`src/rtl/tdes_ahb_pkg.sv`:
```
// Shared bus constants, register map and state types for the TDES AHB-Lite initiator.
package tdes_ahb_pkg;

  localparam logic [1:0] HtransIdle   = 2'b00;
  localparam logic [1:0] HtransNonseq = 2'b10;
  localparam logic [2:0] HsizeDword   = 3'b011;
  localparam logic [2:0] HburstSingle = 3'b000;
  localparam logic [3:0] HprotData    = 4'b0011;

  localparam logic [7:0] OffData   = 8'h00;
  localparam logic [7:0] OffKey1   = 8'h08;
  localparam logic [7:0] OffKey2   = 8'h10;
  localparam logic [7:0] OffKey3   = 8'h18;
  localparam logic [7:0] OffCtrl   = 8'h20;
  localparam logic [7:0] OffStatus = 8'h28;
  localparam logic [7:0] OffResult = 8'h30;

  typedef enum logic [1:0] {StIdle, StAddr, StData, StDone} state_type;

  typedef enum logic [2:0] {
    StepKey1, StepKey2, StepKey3, StepData, StepCtrl, StepStatus, StepResult
  } step_type;

  function automatic logic [7:0] step_offset(step_type step);
    logic [7:0] off;
    case (step)
      StepKey1:   off = OffKey1;
      StepKey2:   off = OffKey2;
      StepKey3:   off = OffKey3;
      StepData:   off = OffData;
      StepCtrl:   off = OffCtrl;
      StepStatus: off = OffStatus;
      StepResult: off = OffResult;
      default:    off = OffData;
    endcase
    return off;
  endfunction

  function automatic logic step_is_write(step_type step);
    return !(step inside {StepStatus, StepResult});
  endfunction

endpackage

```
`src/rtl/tdes_ahb_xfer.sv`:
```
// Single-transfer AHB-Lite engine: address phase, data phase, wait states and ERROR response,
// plus the job handshake/result pulse. The sequencer above supplies the next address.
module tdes_ahb_xfer
  import tdes_ahb_pkg::*;
(
  input  logic        HCLK,
  input  logic        HRESET,
  input  logic        start,
  input  logic [31:0] nxt_addr,
  input  logic        nxt_write,
  input  logic [63:0] cur_wdata,
  input  logic        seq_end,
  input  logic        seq_fail,
  output logic        advance,
  output logic        job_ready,
  output logic        res_valid,
  output logic        res_error,
  input  logic        HREADY,
  input  logic        HRESP,
  output logic [31:0] HADDR,
  output logic [1:0]  HTRANS,
  output logic        HWRITE,
  output logic [2:0]  HSIZE,
  output logic [2:0]  HBURST,
  output logic [3:0]  HPROT,
  output logic        HMASTLOCK,
  output logic [63:0] HWDATA
);

  state_type state_q;

  assign HSIZE     = HsizeDword;
  assign HBURST    = HburstSingle;
  assign HPROT     = HprotData;
  assign HMASTLOCK = 1'b0;

  // Successful completion of the current data phase.
  assign advance = (state_q == StData) & HREADY & ~HRESP;

  always_ff @(posedge HCLK or negedge HRESET) begin
    if (!HRESET) begin
      state_q   <= StIdle;
      HTRANS    <= HtransIdle;
      HADDR     <= '0;
      HWRITE    <= 1'b0;
      HWDATA    <= '0;
      job_ready <= 1'b1;
      res_valid <= 1'b0;
      res_error <= 1'b0;
    end else begin
      unique case (state_q)
        StIdle: begin
          if (start) begin
            state_q   <= StAddr;
            HTRANS    <= HtransNonseq;
            HADDR     <= nxt_addr;
            HWRITE    <= nxt_write;
            job_ready <= 1'b0;
          end
        end
        StAddr: begin
          if (HREADY) begin
            state_q <= StData;
            HTRANS  <= HtransIdle;
            HWDATA  <= cur_wdata;
          end
        end
        StData: begin
          // ERROR is taken on its first cycle; no further transfer is issued.
          if (HRESP) begin
            state_q   <= StDone;
            res_valid <= 1'b1;
            res_error <= 1'b1;
          end else if (HREADY) begin
            if (seq_end) begin
              state_q   <= StDone;
              res_valid <= 1'b1;
              res_error <= seq_fail;
            end else begin
              state_q <= StAddr;
              HTRANS  <= HtransNonseq;
              HADDR   <= nxt_addr;
              HWRITE  <= nxt_write;
            end
          end
        end
        StDone: begin
          state_q   <= StIdle;
          res_valid <= 1'b0;
          job_ready <= 1'b1;
        end
        default: state_q <= StIdle;
      endcase
    end
  end

endmodule

```
`src/rtl/tdes_ahb_master.sv`:
```
// AHB-Lite initiator running one Triple-DES job on the TDES slave: writes keys/data/control,
// polls STATUS, reads RESULT. Optional STATUS poll timeout: define TDES_POLL_TIMEOUT_EN.
module tdes_ahb_master
  import tdes_ahb_pkg::*;
#(
  parameter logic [31:0] BASE_ADDR  = 32'hAAAAAA00
`ifdef TDES_POLL_TIMEOUT_EN
  ,
  parameter logic [15:0] POLL_LIMIT = 16'd1024
`endif
) (
  input  logic        HCLK,
  input  logic        HRESET,
  input  logic        job_valid,
  output logic        job_ready,
  input  logic        job_encrypt,
  input  logic [63:0] job_data,
  input  logic [63:0] job_key1,
  input  logic [63:0] job_key2,
  input  logic [63:0] job_key3,
  output logic        res_valid,
  output logic [63:0] res_data,
  output logic        res_error,
  input  logic        HREADY,
  input  logic        HRESP,
  input  logic [63:0] HRDATA,
  output logic [31:0] HADDR,
  output logic [1:0]  HTRANS,
  output logic        HWRITE,
  output logic [2:0]  HSIZE,
  output logic [2:0]  HBURST,
  output logic [3:0]  HPROT,
  output logic        HMASTLOCK,
  output logic [63:0] HWDATA
);

  logic [63:0] key1_q, key2_q, key3_q, data_q;
  logic        encrypt_q;
  step_type    step_q, nxt_step;
  logic        accept, advance, seq_end, seq_fail, poll_expired;
  logic [31:0] nxt_addr;
  logic        nxt_write;
  logic [63:0] cur_wdata;

  assign accept = job_valid & job_ready;

`ifdef TDES_POLL_TIMEOUT_EN
  logic [15:0] poll_cnt_q;

  // Counts completed STATUS reads; the current read is number poll_cnt_q + 1.
  always_ff @(posedge HCLK or negedge HRESET) begin
    if (!HRESET) begin
      poll_cnt_q <= '0;
    end else if (accept) begin
      poll_cnt_q <= '0;
    end else if (advance && (step_q == StepStatus)) begin
      poll_cnt_q <= poll_cnt_q + 16'd1;
    end
  end

  assign poll_expired = ({1'b0, poll_cnt_q} + 17'd1) >= {1'b0, POLL_LIMIT};
`else
  assign poll_expired = 1'b0;
`endif

  always_comb begin
    nxt_step = step_q;
    seq_end  = 1'b0;
    seq_fail = 1'b0;
    if (job_ready) begin
      nxt_step = StepKey1;
    end else begin
      unique case (step_q)
        StepKey1: nxt_step = StepKey2;
        StepKey2: nxt_step = StepKey3;
        StepKey3: nxt_step = StepData;
        StepData: nxt_step = StepCtrl;
        StepCtrl: nxt_step = StepStatus;
        StepStatus: begin
          if (HRDATA[0]) begin
            nxt_step = StepResult;
          end else if (poll_expired) begin
            seq_end  = 1'b1;
            seq_fail = 1'b1;
          end
        end
        StepResult: seq_end = 1'b1;
        default:    seq_end = 1'b1;
      endcase
    end
  end

  assign nxt_addr  = BASE_ADDR + {24'h0, step_offset(nxt_step)};
  assign nxt_write = step_is_write(nxt_step);

  always_comb begin
    cur_wdata = '0;
    unique case (step_q)
      StepKey1: cur_wdata = key1_q;
      StepKey2: cur_wdata = key2_q;
      StepKey3: cur_wdata = key3_q;
      StepData: cur_wdata = data_q;
      StepCtrl: cur_wdata = {62'h0, encrypt_q, 1'b1};
      default:  cur_wdata = '0;
    endcase
  end

  always_ff @(posedge HCLK or negedge HRESET) begin
    if (!HRESET) begin
      key1_q    <= '0;
      key2_q    <= '0;
      key3_q    <= '0;
      data_q    <= '0;
      encrypt_q <= 1'b0;
      step_q    <= StepKey1;
      res_data  <= '0;
    end else if (accept) begin
      key1_q    <= job_key1;
      key2_q    <= job_key2;
      key3_q    <= job_key3;
      data_q    <= job_data;
      encrypt_q <= job_encrypt;
      step_q    <= StepKey1;
    end else if (advance) begin
      step_q <= nxt_step;
      if (step_q == StepResult) res_data <= HRDATA;
    end
  end

  tdes_ahb_xfer u_xfer (
    .HCLK      (HCLK),
    .HRESET    (HRESET),
    .start     (accept),
    .nxt_addr  (nxt_addr),
    .nxt_write (nxt_write),
    .cur_wdata (cur_wdata),
    .seq_end   (seq_end),
    .seq_fail  (seq_fail),
    .advance   (advance),
    .job_ready (job_ready),
    .res_valid (res_valid),
    .res_error (res_error),
    .HREADY    (HREADY),
    .HRESP     (HRESP),
    .HADDR     (HADDR),
    .HTRANS    (HTRANS),
    .HWRITE    (HWRITE),
    .HSIZE     (HSIZE),
    .HBURST    (HBURST),
    .HPROT     (HPROT),
    .HMASTLOCK (HMASTLOCK),
    .HWDATA    (HWDATA)
  );

endmodule
```
`config.mk`:
```
export PLATFORM = sky130hd
export DESIGN_NAME = tdes_ahb_master
export DESIGN_NICKNAME = d
export VERILOG_FILES = /design/src/rtl/tdes_ahb_pkg.sv /design/src/rtl/tdes_ahb_xfer.sv /design/src/rtl/tdes_ahb_master.sv
export SDC_FILE = /design/constraint.sdc
export NUM_CORES = 1
export LEC_CHECK = 0
export ABC_AREA = 0
export ABC_CLOCK_PERIOD_IN_PS = 3040
export BUFFER_PORTS_ARGS = -buffer_cell sky130_fd_sc_hd__buf_4
export CAP_MARGIN = 20
export CORE_MARGIN = 3
export CORE_UTILIZATION = 45
export DETAILED_ROUTE_END_ITERATION = 12
export GPL_ROUTABILITY_DRIVEN = 0
export PLACE_DENSITY = 0.71
export SYNTH_ARGS = -nofsm -noshare
export SYNTH_HDL_FRONTEND = slang
export SYNTH_SLANG_ARGS = --single-unit
```
`constraint.sdc`:
```
create_clock -name HCLK -period 3.04 [get_ports HCLK]
set_input_delay 0.152 -clock HCLK [delete_from_list [all_inputs] [get_ports HCLK]]
set_output_delay 0.152 -clock HCLK [all_outputs]
set_load 0.1 [all_outputs]
```
== Word-level counts from Yosys, hierarchy flattened ==
Index checks and enable logic that the tools add are counted.

* Add/sub/neg operators: 1
* Eq/ne operators: 21
* Multiplexer cells: 40
* Bitwise operators: 5
* Reductions and logical operators: 21

{| class="wikitable"
|+ Operator list
! kind !! count
|-
| 64-bit case mux with 5 select lines || 1
|-
| 32-bit two-way mux || 4
|-
| 32-bit case mux with 2 select lines || 1
|-
| 6-bit case mux with 6 select lines || 1
|-
| 32-bit by 8-bit adder with 32-bit output (first input constant) || 1
|-
| 2-bit two-way mux || 10
|-
| 3-bit equality test (second input constant) || 6
|-
| 3-bit case mux with 6 select lines || 1
|-
| 2-bit nonzero test || 7
|-
| 1-bit two-way mux || 13
|-
| 3-bit two-way mux || 4
|-
| 3-bit AND reduction || 4
|-
| 2-bit != test (second input constant) || 5
|-
| 3-bit by 2-bit equality test with 1-bit output (second input constant) || 3
|-
| 2-bit case mux with 4 select lines || 1
|-
| 3-bit by 1-bit equality test with 1-bit output (second input constant) || 2
|-
| 3-bit logical NOT || 2
|-
| 3-bit != test (second input constant) || 2
|-
| 1-bit case mux with 2 select lines || 3
|-
| 2-bit case mux with 3 select lines || 1
|-
| 6-bit AND reduction || 1
|-
| 6-bit OR reduction || 1
|-
| 5-bit AND reduction || 1
|-
| 2-bit equality test (second input constant) || 2
|-
| other kinds (7) || 11
|}

* Flip-flop bits (word level): 428
* Output and inout bits: 177
* Logic and storage cells: 103

== Longest topological paths before layout ==
Gate-level depths: netlist of run 1.

* Depth in word-level cells: 10
* Mapped depth: 8
* Depth with buffers taken out: 4

== By module ==
From an unflattened synthesis of run 1, not the netlist that was laid out.

* Cells, all modules: 1,121
* Area total of the unflattened synthesis: 18,266.3 sq um

{| class="wikitable"
|+ By module, submodules not included
! module !! instances !! cells each !! area an instance (sq um) !! seq. area each (sq um)
|-
| tdes_ahb_master || 1 || 870 || 14,239.9 || 8,107.8
|-
| tdes_ahb_xfer || 1 || 251 || 4,026.4 || 2,578.7
|}

== Least setup slack after synthesis of run 1 ==
OpenSTA, ideal clock, no wires.

* Path kind: reg-to-reg
* Start point: reg u_xfer.job_ready
* End point: reg data_q[0]
* Library setup time: 0.125 ns
* Arrival time: 2.169 ns
* Required time: 2.915 ns
* Slack: 0.746 ns
* Cell stages (with the launch flop): 6
* Period minus slack after synthesis: 2.294 ns
* Cell sequence: dfstp_2 -> and2_1 -> buf_2 -> clkbuf_1 -> clkbuf_1 -> mux2_2

* Word-level cells in the longest chain between the ends: 1

{| class="wikitable"
|+ Ends and longest elaborated chain
! element !! RTL line !! text
|-
| start: declaration || tdes_ahb_xfer.sv:15 || <nowiki>output logic job_ready,</nowiki>
|-
| start signal: assignment || tdes_ahb_xfer.sv:47 || <nowiki>job_ready <= 1'b1;</nowiki>
|-
| start signal: assignment || tdes_ahb_xfer.sv:58 || <nowiki>job_ready <= 1'b0;</nowiki>
|-
| start signal: assignment || tdes_ahb_xfer.sv:90 || <nowiki>job_ready <= 1'b1;</nowiki>
|-
| 1-bit bitwise AND || tdes_ahb_master.sv:45 || <nowiki>assign accept = job_valid & job_ready;</nowiki>
|-
| end signal: assignment || tdes_ahb_master.sv:121 || <nowiki>data_q <= job_data;</nowiki>
|-
| end: declaration || tdes_ahb_master.sv:37 || <nowiki>logic [63:0] key1_q, key2_q, key3_q, data_q;</nowiki>
|}

Every way passes these cells.
A chain may end at the register's enable or synchronous reset.

== Final worst setup path of run 1 ==
* Start point: reg step_q[1]
* End point: reg u_xfer.res_error

* Word-level cells in the longest chain between the ends: 6
* Elaborated cells between the ends (all ways): 11

{| class="wikitable"
|+ Ends and longest elaborated chain
! element !! RTL line !! text
|-
| start: declaration || tdes_ahb_master.sv:39 || <nowiki>step_type step_q, nxt_step;</nowiki>
|-
| start signal: assignment || tdes_ahb_master.sv:115 || <nowiki>step_q <= StepKey1;</nowiki>
|-
| start signal: assignment || tdes_ahb_master.sv:123 || <nowiki>step_q <= StepKey1;</nowiki>
|-
| start signal: assignment || tdes_ahb_master.sv:125 || <nowiki>step_q <= nxt_step;</nowiki>
|-
| 3-bit equality test, or another cell as far along || tdes_ahb_master.sv:73 || <nowiki>unique case (step_q)</nowiki>
|-
| 6-bit OR reduction (no source line) (*) || - ||
|-
| 1-bit two-way mux (*) || - ||
|-
| 1-bit two-way mux (*) || tdes_ahb_master.sv:70 || <nowiki>if (job_ready) begin</nowiki>
|-
| 2-bit nonzero test (no source line) (*) || - ||
|-
| 3-bit AND reduction (no source line) (*) || - ||
|-
| end signal: assignment || tdes_ahb_xfer.sv:78 || <nowiki>res_error <= seq_fail;</nowiki>
|-
| end: declaration || tdes_ahb_xfer.sv:17 || <nowiki>output logic res_error,</nowiki>
|}

Every way passes the cells marked *; elsewhere a longest branch is shown, timed or not.

==> run_results.csv, run 1 <==
group,metric,value,unit
grt,grt_pass1_wl,78200,um
logic_synthesis,synthTopCellsByCount,"dfrtp_1 (398), mux2_2 (272), a22o_1 (63)",
grt,grt_pass1_vias,13843,
sta,finalHoldViolations,0,
critical_path,critPathLaunch,"step_q[1]",
critical_path,crit_family,"flip-flops",
clock_network,cts_tree,"built",
floorplanning,fp-row-count,69,
floorplanning,die_area,0.0394,sq mm
critical_path,crit_fanout,41,
job,maxCapViolCount,0,
logic_synthesis,netlist.area_leader.share,0.597,
layout,fin_cells,2326,
layout,drive_above_1_share,0.493,
critical_path,critPathArrivalTime,2.87,ns
clock_network,ctsResizeCount,0,
logic_synthesis,synth_area,0.0167,sq mm
placement,dp_cells,1911,
logic_synthesis,yosys.area_share.simple,0.0119,
critical_path,cp_slowest_stage_delay,0.83,ns
placement,dp_hpwl,31500,um
layout,nNetsFinal,2147,
layout,final_area,0.0254,sq mm
logic_synthesis,synth.area.top_cells,"dfrtp_1 (60%), mux2_2 (18%), mux4_2 (8.4%), mux2_1 (3.5%), a22o_1 (3.3%)",
pwr,p_clk_frac,0.214,
clock_network,numCtsBuffers,43,
logic_synthesis,ys.flop_type,"dfrtp_1",
sta,tightest_slew,0.897,ns
clock_network,cts_max_level,2,
critical_path,critPathKind,"flop to flop",
routing,firstDrtPassIters,4,
critical_path,path_cells,"nand2_1, o21bai_1, nand3_1, a22o_1, dlygate4sd3_1",
logic_synthesis,seq_area_frac_synth,0.598,
routing,drt.antenna.violating_nets,0,
pwr,internal-power,0.0152,W
pwr,p_leak,11.7,nW
critical_path,crit_path_end_kind,"flop",
clock_network,cts_root_buf,"clkbuf_16",
sta,rsz0062_at_grt,"false",
critical_path,crit_buf_inv,1,
logic_synthesis,synth_edf_count,0,
floorplanning,die_w,199,um
placement,io_buffer_count,473,
status,outcome,"completed",
pwr,power_frac_comb,0.419,
grt,grt_use_total,0.256,
sta,setup_viol,0,
logic_synthesis,yosysWarnings,0,
placement,placed_area,0.0206,sq mm
routing,routed_wl,51200,um
critical_path,worstReg2RegEnd,"u_xfer.res_error",
sta,finalSetupTns,0,ns
layout,utilization,0.704,
logic_synthesis,synth_mux_area_frac,0.305,
critical_path,cp-start-kind,"flop",
logic_synthesis,synth_cell_types,40,
clock_network,clockBufferDepth,3,
critical_path,reg2reg_from,"step_q[1]",
sta,fin_skew,0.0167,ns
layout,syn_to_final_growth,52.2,%
critical_path,reg2reg_setup_slack,0.58,ns
logic_synthesis,synthCells,1034,
routing,via_per_inst,5.20,
logic_synthesis,avgSynthCellArea,16.1,sq um
pwr,power.density,981,mW/mm^2
critical_path,slowest_stage,"dfrtp_4",
sta,finalMaxSlewViolations,0,
routing,drc,0,
routing,routedWlPerCell,22.0,um
sta,max_freq,407,MHz
logic_synthesis,synth_top_family_by_area,"multiplexers",
logic_synthesis,synth_area_leader_cell,"dfrtp_1",
floorplanning,core_region_area,0.0361,sq mm
pwr,switching_share,0.390,
routing,num_vias,12094,
grt,grt_max_degree,89,
critical_path,critical_path_required,3.45,ns
critical_path,endpoint,"u_xfer.res_error",
sta,max_slew_margin,0.402,
floorplanning,start_util,0.462,
pwr,p_total,0.0249,W
floorplanning,die_h,199,um
pwr,seq_power_share,0.367,
sta,fin_crit_sh,0.808,
grt,gr-total-overflow,0,
logic_synthesis,synth_compound_area_frac,0.0448,
min_path,hold_class,"primary input to asynchronous set/reset pin",
logic_synthesis,synth_most_common_cell,"dfrtp_1",
clock_network,clock_latency,0.54,ns
critical_path,cp.depth,5,
floorplanning,io_pins,503,
logic_synthesis,synthArstFlopShare,1.00,
logic_synthesis,synth_xor_xnor_area_share,0,
pwr,p_sw,0.00971,W
grt,antenna_found_initial,7,
critical_path,reg2regPathDepth,5,
sta,period_needed,2.46,ns
logic_synthesis,synth_adder_area_share,0,
clock_network,clock_sinks,399,
clock_network,path_clk_slew,0.06,ns
pwr,ir_drop,653,uV
routing,drt_iter0_markers,469,
logic_synthesis,ys_seq_elements,399,
[routing by layer]
metal | GRT usage | up-vias | share of wire
met3 | 0.0537 | 139 | 0.057
met4 | 0.118 | 0 | 0.045
met2 | 0.453 | 468 | 0.52
met1 | 0.300 | 6155 | 0.37
li1 | - | 5332 | -
met5 | 0 | - | 0
[through the flow]
step	setup slack [ns]	hold slack (ns)
6_report	0.582	0.215
5_1_grt	0.370	0.278
4_1_cts	0.605	0.254
3_5_place_dp	0.727	0.243
3_3_place_gp	0.745	0.230
2_1_floorplan	0.746	-0.144
[power by group through the flow]
stage	Combinational (W)	Clock (W)	Sequential (W)
after floorplan	0.00514	0	0.0115
after global placement	0.00981	0	0.00904
after detailed placement	0.0100	0	0.00914
after CTS	0.0104	0.00543	0.00909
after global routing	0.0109	0.00565	0.00943
final	0.0104	0.00534	0.00914
[layout make-up]
class                      instances  area, sq um
fill                            2264        10700
sequential                       399         9990
timing repair buffer             827         7170
multi-input combinational        545         6150
clock buffer                      69         1360
tap                              461          577
clock inverter                    10          103
antenna                           10         25.0
inverter                           5         18.8
[how the worst min path moves through the flow]
stage           start           endpoint  slack [ns]
6_report       HRESET  u_xfer.HWDATA[14]        0.21
2_1_floorplan  HRESET          data_q[0]       -0.14
3_3_place_gp   HRESET         key1_q[12]        0.23
5_1_grt        HRESET  u_xfer.HWDATA[14]        0.28
3_5_place_dp   HRESET         key1_q[12]        0.24
4_1_cts        HRESET  u_xfer.HWDATA[14]        0.25
[sequential cells by signal, summed over array words and instances, names as in the netlist]
register / cells
key1_q: 64
u_xfer.HADDR: 4
encrypt_q: 1
u_xfer.HWDATA: 64
u_xfer.job_ready: 1
u_xfer.res_valid: 1
key2_q: 64
res_data: 64
u_xfer.state_q: 2
key3_q: 64
step_q: 3
u_xfer.HTRANS: 1
u_xfer.res_error: 1
u_xfer.HWRITE: 1
data_q: 64
[what timing repair did]
item / in CTS / in global routing
hold buffers: 326 / 0
buffers inserted: 0 / 0
endpoints found under the hold margin: 409 / 0
[layout by cell type, fill, tap and decap left out, types with 3 or more instances in the layout]
master         synthesis  routed
o21ai_0                9       9
a21oi_1                7       7
mux4_2                62      62
nor2_1                 8       7
nand3_1                4       4
clkbuf_16              0      45
nand2b_1               3       3
nand2_1                8       8
mux2i_1                4       4
clkinv_2               0       7
clkbuf_1              31      10
inv_1                  5       5
mux2_2               272     272
buf_4                 40     489
diode_2                0      10
dfrtp_1              398     396
dlygate4sd3_1          0     326
clkbuf_8               0      14
conb_1                 2      29
buf_12                 0      11
o21bai_1               3       3
mux2_1                52      52
a22o_1                63      63
[cell families after synthesis]
kind of cell           count (synthesis)
buffers and inverters                117
other                                  2
and+or+nand+nor                       33
AOI/OAI and AO/OA                     93
muxes                                390
DFF                                  399
Note: power is estimated with default switching activity, not from simulation.
==> inputs of run 2 (changes only) <==
--- a/config.mk
+++ b/config.mk
@@ -6,14 +6,14 @@
 export NUM_CORES = 1
 export LEC_CHECK = 0
 export ABC_AREA = 0
-export ABC_CLOCK_PERIOD_IN_PS = 3040
+export ABC_CLOCK_PERIOD_IN_PS = 2000
 export BUFFER_PORTS_ARGS = -buffer_cell sky130_fd_sc_hd__buf_4
 export CAP_MARGIN = 20
 export CORE_MARGIN = 3
 export CORE_UTILIZATION = 45
 export DETAILED_ROUTE_END_ITERATION = 12
 export GPL_ROUTABILITY_DRIVEN = 0
-export PLACE_DENSITY = 0.71
+export PLACE_DENSITY = 0.74
 export SYNTH_ARGS = -nofsm -noshare
 export SYNTH_HDL_FRONTEND = slang
 export SYNTH_SLANG_ARGS = --single-unit
==> constraint.sdc (replaced) <==
create_clock -name HCLK -period 2 [get_ports HCLK]
set_input_delay 0.1 -clock HCLK [delete_from_list [all_inputs] [get_ports HCLK]]
set_output_delay 0.1 -clock HCLK [all_outputs]
set_load 0.1 [all_outputs]
==> run 2 against run 1 <==
  * Sequential share of layout area decreased by 0.39 points
  * Register-to-register slack got worse by 0.55 ns
  * Via count is 0.79% higher
  * Non-clock buffer count up 14
  * Clock-buffer cell count up 1
  * Clock power rose by 50%
  * First-iteration DRC count is 8.5% lower
  * Critical path depth shrank 1
  * Critical path type unchanged
==> run_results.csv, run 2 (synthesis gave the netlist of run 1 again) <==
group,metric,value,unit
status,outcome,"completed",
floorplanning,die_area,0.0394,sq mm
pwr,power.density,1480,mW/mm^2
sta,max_freq,508,MHz
layout,fin_cells,2339,
floorplanning,start_util,0.462,
clock_network,cts_root_buf,"clkbuf_16",
grt,grt_use_total,0.256,
placement,dp_hpwl,31400,um
routing,routed_wl,50800,um
grt,gr-total-overflow,0,
critical_path,critPathKind,"flop to flop",
routing,drc,0,
critical_path,cp_slowest_stage_delay,0.69,ns
pwr,p_clk_frac,0.210,
pwr,p_leak,11.8,nW
layout,syn_to_final_growth,53.7,%
placement,dp_cells,1924,
layout,drive_above_1_share,0.500,
critical_path,cp-start-kind,"flop",
grt,antenna_found_initial,12,
critical_path,slowest_stage,"dfstp_4",
floorplanning,core_region_area,0.0361,sq mm
routing,num_vias,12189,
clock_network,clock_sinks,399,
min_path,hold_class,"primary input to asynchronous set/reset pin",
pwr,ir_drop,1000,uV
floorplanning,die_w,199,um
layout,layout_common_cells,"buf_4 (491), dfrtp_1 (396), dlygate4sd3_1 (326)",
clock_network,cts_max_level,2,
pwr,switching_share,0.389,
pwr,power_frac_comb,0.436,
grt,grtUsageMet2,0.466,
routing,via_per_inst,5.21,
clock_network,clockBufferDepth,3,
clock_network,numCtsBuffers,44,
grt,grt_pass1_vias,14009,
critical_path,critPathArrivalTime,2.39,ns
critical_path,critical_path_required,2.42,ns
placement,io_buffer_count,473,
pwr,p_total,0.0380,W
grt,grt.busiest_layer,"met2",
critical_path,crit_path_end_kind,"flop",
sta,period_needed,1.97,ns
pwr,internal-power,0.0232,W
grt,grt_pass1_wl,78200,um
job,maxCapViolCount,0,
pwr,p_sw,0.0148,W
layout,nNetsFinal,2162,
critical_path,crit_fanout,39,
sta,fin_skew,0.0142,ns
routing,drt_iter0_markers,429,
sta,finalMaxSlewViolations,0,
grt,met3_usage,0.0512,
floorplanning,die_h,199,um
critical_path,path_cells,"and2_4, buf_12, buf_12, mux2_2",
routing,drt.antenna.violating_nets,0,
routing,routedWlPerCell,21.7,um
floorplanning,fp-row-count,69,
critical_path,crit_path_frequent_cell,"buf_12",
routing,firstDrtPassIters,4,
floorplanning,io_pins,503,
grt,grt_max_degree,77,
sta,fin_crit_sh,0.985,
sta,finalHoldViolations,0,
clock_network,cts_tree,"built",
grt,use_met1,0.286,
sta,setup_viol,0,
pwr,seq_power_share,0.354,
clock_network,path_clk_slew,0.06,ns
clock_network,clock_latency,0.54,ns
layout,final_common_cell,"buf_4",
run 2: cell types whose count changed in the layout (fill, tap and decap cells not counted), sizes merged:
cell and change:
diode +2, clkbuf +1, buf +14, clkinv -4
run 2: critical path, delay by kind of cell, from the launching register on:
family                 cells  cell delay (ns)
buffers and inverters      2             0.51
and+or+nand+nor            1             0.19
muxes                      1             0.41
DFF                        1             0.69
run 2: metrics by stage:
step           hold slack, ns  TNS [ns]   util  setup slack, ns  cell area (sq um)
4_1_cts                0.0597         0  0.710           0.0848              25600
5_1_grt                0.0781   -0.0247  0.711          -0.0247              25700
3_3_place_gp           0.0586         0  0.580            0.134              20900
2_1_floorplan          -0.196     -9.91      -          -0.0878              16900
6_report               0.0774         0  0.711           0.0299              25700
3_5_place_dp           0.0569         0  0.580            0.106              20900
run 2: what timing repair did:
item / in CTS / in global routing
hold endpoints to repair: 704 / 0
endpoints found under the setup margin: 0 / 1
buffers inserted: 0 / 1
hold buffers: 326 / 0
gates resized for setup: 0 / 0
run 2: power groups by stage:
| stage | registers [W] | logic, W | clock network (W) |
|---|---|---|---|
| floorplan | 0.0175 | 0.00785 | 0 |
| global placement | 0.0133 | 0.0156 | 0 |
| detailed placement | 0.0135 | 0.0159 | 0 |
| CTS | 0.0133 | 0.0165 | 0.00814 |
| global route | 0.0139 | 0.0174 | 0.00851 |
| finish | 0.0135 | 0.0166 | 0.00799 |
run 2: per-layer routing:
metal	vias up	wire length, um
li1	5366	-
met1	6210	18200
met2	475	27200
met3	138	2950
met4	0	2400
met5	-	0
run 2: final cells by class:
class,instances,area [sq um]
Antenna cell,12,30.0
Clock buffer,70,1340
Clock inverter,6,82.6
Fill cell,2190,10400
Inverter,5,18.8
Multi-Input combinational cell,545,6190
Sequential cell,399,10000
Tap cell,461,577
Timing Repair Buffer,841,7420
run 2: path summary, 6_finish.rpt:
check | from | end | slack, ns | cells after the start
setup / recovery | u_xfer.job_ready | data_q[56] | 0.03 | 4
hold / removal | HRESET | res_data[31] | 0.08 | 2
setup reg to reg | u_xfer.job_ready | data_q[56] | 0.03 | 4
hold reg to reg | res_data[30] | res_data[30] | 0.48 | 1
max in group asynchronous | HRESET | step_q[0] | 1.07 | 3
min in group HCLK | HRDATA[37] | res_data[37] | 0.31 | 3
==> inputs of run 3 (changes only) <==
--- a/config.mk
+++ b/config.mk
@@ -13,6 +13,7 @@
 export CORE_UTILIZATION = 45
 export DETAILED_ROUTE_END_ITERATION = 12
 export GPL_ROUTABILITY_DRIVEN = 0
+export MAX_ROUTING_LAYER = met4
 export PLACE_DENSITY = 0.74
 export SYNTH_ARGS = -nofsm -noshare
 export SYNTH_HDL_FRONTEND = slang
==> run 3 against run 2 <==
  * Wire length hardly changed
  * Clock skew hardly changed
  * Critical endpoint unchanged
  * Largest cell class unchanged
  * Global-route usage is 0.76 points higher
  * Highest routed layer unchanged
  * Clock-buffer cell count stayed put
  * Register-to-register slack hardly changed
  * Via count hardly changed
==> run_results.csv, run 3 (synthesis gave the netlist of run 1 again) <==
group,metric,value,unit
status,outcome,"completed",
layout,final_area,0.0257,sq mm
grt,antenna_found_initial,12,
layout,fillers,2190,
min_path,hold_class,"primary input to asynchronous set/reset pin",
pwr,power_frac_comb,0.435,
critical_path,cp_slowest_stage_delay,0.69,ns
pwr,p_leak,11.8,nW
sta,hold_ws,0.0794,ns
pwr,seq_power_share,0.354,
job,maxCapViolCount,0,
critical_path,crit_path_end_kind,"flop",
routing,drt.antenna.violating_nets,0,
layout,nNetsFinal,2162,
routing,drt_iter0_markers,398,
layout,syn_to_final_growth,53.7,%
critical_path,path_cells,"and2_4, buf_12, buf_12, mux2_2",
routing,routedWlPerCell,21.7,um
pwr,switching_share,0.389,
floorplanning,die_h,199,um
routing,via_per_inst,5.22,
pwr,p_sw,0.0148,W
critical_path,crit_path_frequent_cell,"buf_12",
routing,firstDrtPassIters,4,
sta,finalMaxSlewViolations,0,
routing,routed_wl,50800,um
floorplanning,die_w,199,um
layout,seqCellArea,0.0100,sq mm
grt,grt.busiest_layer,"met2",
critical_path,critPathArrivalTime,2.38,ns
clock_network,clock_sinks,399,
grt,grt_max_degree,77,
critical_path,crit_buf_inv,2,
clock_network,ctsResizeCount,0,
grt,grt_pass1_vias,14028,
critical_path,critPathKind,"flop to flop",
clock_network,clock_latency,0.54,ns
routing,num_vias,12198,
placement,dp_hpwl,31400,um
sta,finalHoldViolations,0,
layout,utilization,0.711,
placement,io_buffer_count,473,
floorplanning,core_region_area,0.0361,sq mm
critical_path,critical_path_required,2.42,ns
clock_network,cts_max_level,2,
clock_network,cts_root_buf,"clkbuf_16",
layout,layout_common_cells,"buf_4 (491), dfrtp_1 (396), dlygate4sd3_1 (326)",
sta,setup_viol,0,
critical_path,cp-start-kind,"flop",
layout,multiInputGateArea,0.00619,sq mm
grt,met3_usage,0.0518,
layout,final_common_cell,"buf_4",
pwr,p_clk_frac,0.210,
sta,period_needed,1.96,ns
floorplanning,fp-row-count,69,
sta,max_freq,509,MHz
clock_network,numCtsBuffers,44,
grt,grt_use_total,0.264,
sta,fin_skew,0.0139,ns
critical_path,slowest_stage,"dfstp_4",
pwr,internal-power,0.0232,W
floorplanning,io_pins,503,
critical_path,crit_family,"flip-flops",
clock_network,clockBufferDepth,3,
grt,grt_pass1_wl,78100,um
layout,drive_above_1_share,0.500,
grt,grtUsageMet2,0.465,
clock_network,cts_tree,"built",
critical_path,crit_fanout,39,
sta,fin_crit_sh,0.981,
pwr,ir_drop,991,uV
floorplanning,die_area,0.0394,sq mm
routing,drc,0,
grt,use_met1,0.285,
placement,placed_area,0.0209,sq mm
clock_network,path_clk_slew,0.06,ns
grt,gr-total-overflow,0,
floorplanning,start_util,0.462,
pwr,power.density,1480,mW/mm^2
-- run 3: worst paths after layout --
kind / from / to / slack (ns) / depth (start not counted)
worst max-delay path: u_xfer.job_ready / data_q[56] / 0.04 / 4
worst min-delay path: HRESET / res_data[31] / 0.08 / 2
worst max register to register: u_xfer.job_ready / data_q[56] / 0.04 / 4
worst min register to register: res_data[37] / res_data[37] / 0.49 / 1
max in group asynchronous: HRESET / step_q[0] / 1.07 / 3
min in group HCLK: HRDATA[37] / res_data[37] / 0.31 / 3
-- run 3: power groups by stage --
stage	registers (W)	clock network, W	logic [W]
after global placement	0.0133	0	0.0156
after global routing	0.0139	0.00851	0.0174
after floorplan	0.0175	0	0.00785
after CTS	0.0133	0.00814	0.0165
after detailed placement	0.0135	0	0.0159
final	0.0135	0.00800	0.0166
-- run 3: cell type report --
| class | count | area share |
|---|---|---|
| clock inverters | 6 | 0.00322 |
| well taps | 461 | 0.0225 |
| inverters | 5 | 0.000731 |
| repair buffers | 841 | 0.289 |
| multi-input cells | 545 | 0.241 |
| clock buffers | 70 | 0.0522 |
| diodes | 12 | 0.00117 |
| flip-flops and latches | 399 | 0.390 |
-- run 3: per-stage QoR --
step,instances,TNS [ns],total power (W),setup slack (ns)
global placement,1924,0,0.0288,0.134
global route,2339,-0.0247,0.0398,-0.0247
CTS,2326,0,0.0380,0.0848
floorplan,1061,-9.91,0.0253,-0.0878
finish,2339,0,0.0380,0.0370
detailed placement,1924,0,0.0294,0.106
-- run 3: repair_timing --
| item | in CTS | in global routing |
|---|---|---|
| hold buffers | 326 | 0 |
| buffers inserted | 0 | 1 |
| setup endpoints to repair | 0 | 1 |
| endpoints found under the hold margin | 704 | 0 |
-- run 3: routing by layer --
metal	share of wire	up-vias
met5	0	-
met4	0.048	0
met3	0.056	149
met2	0.54	472
met1	0.36	6219
li1	-	5358
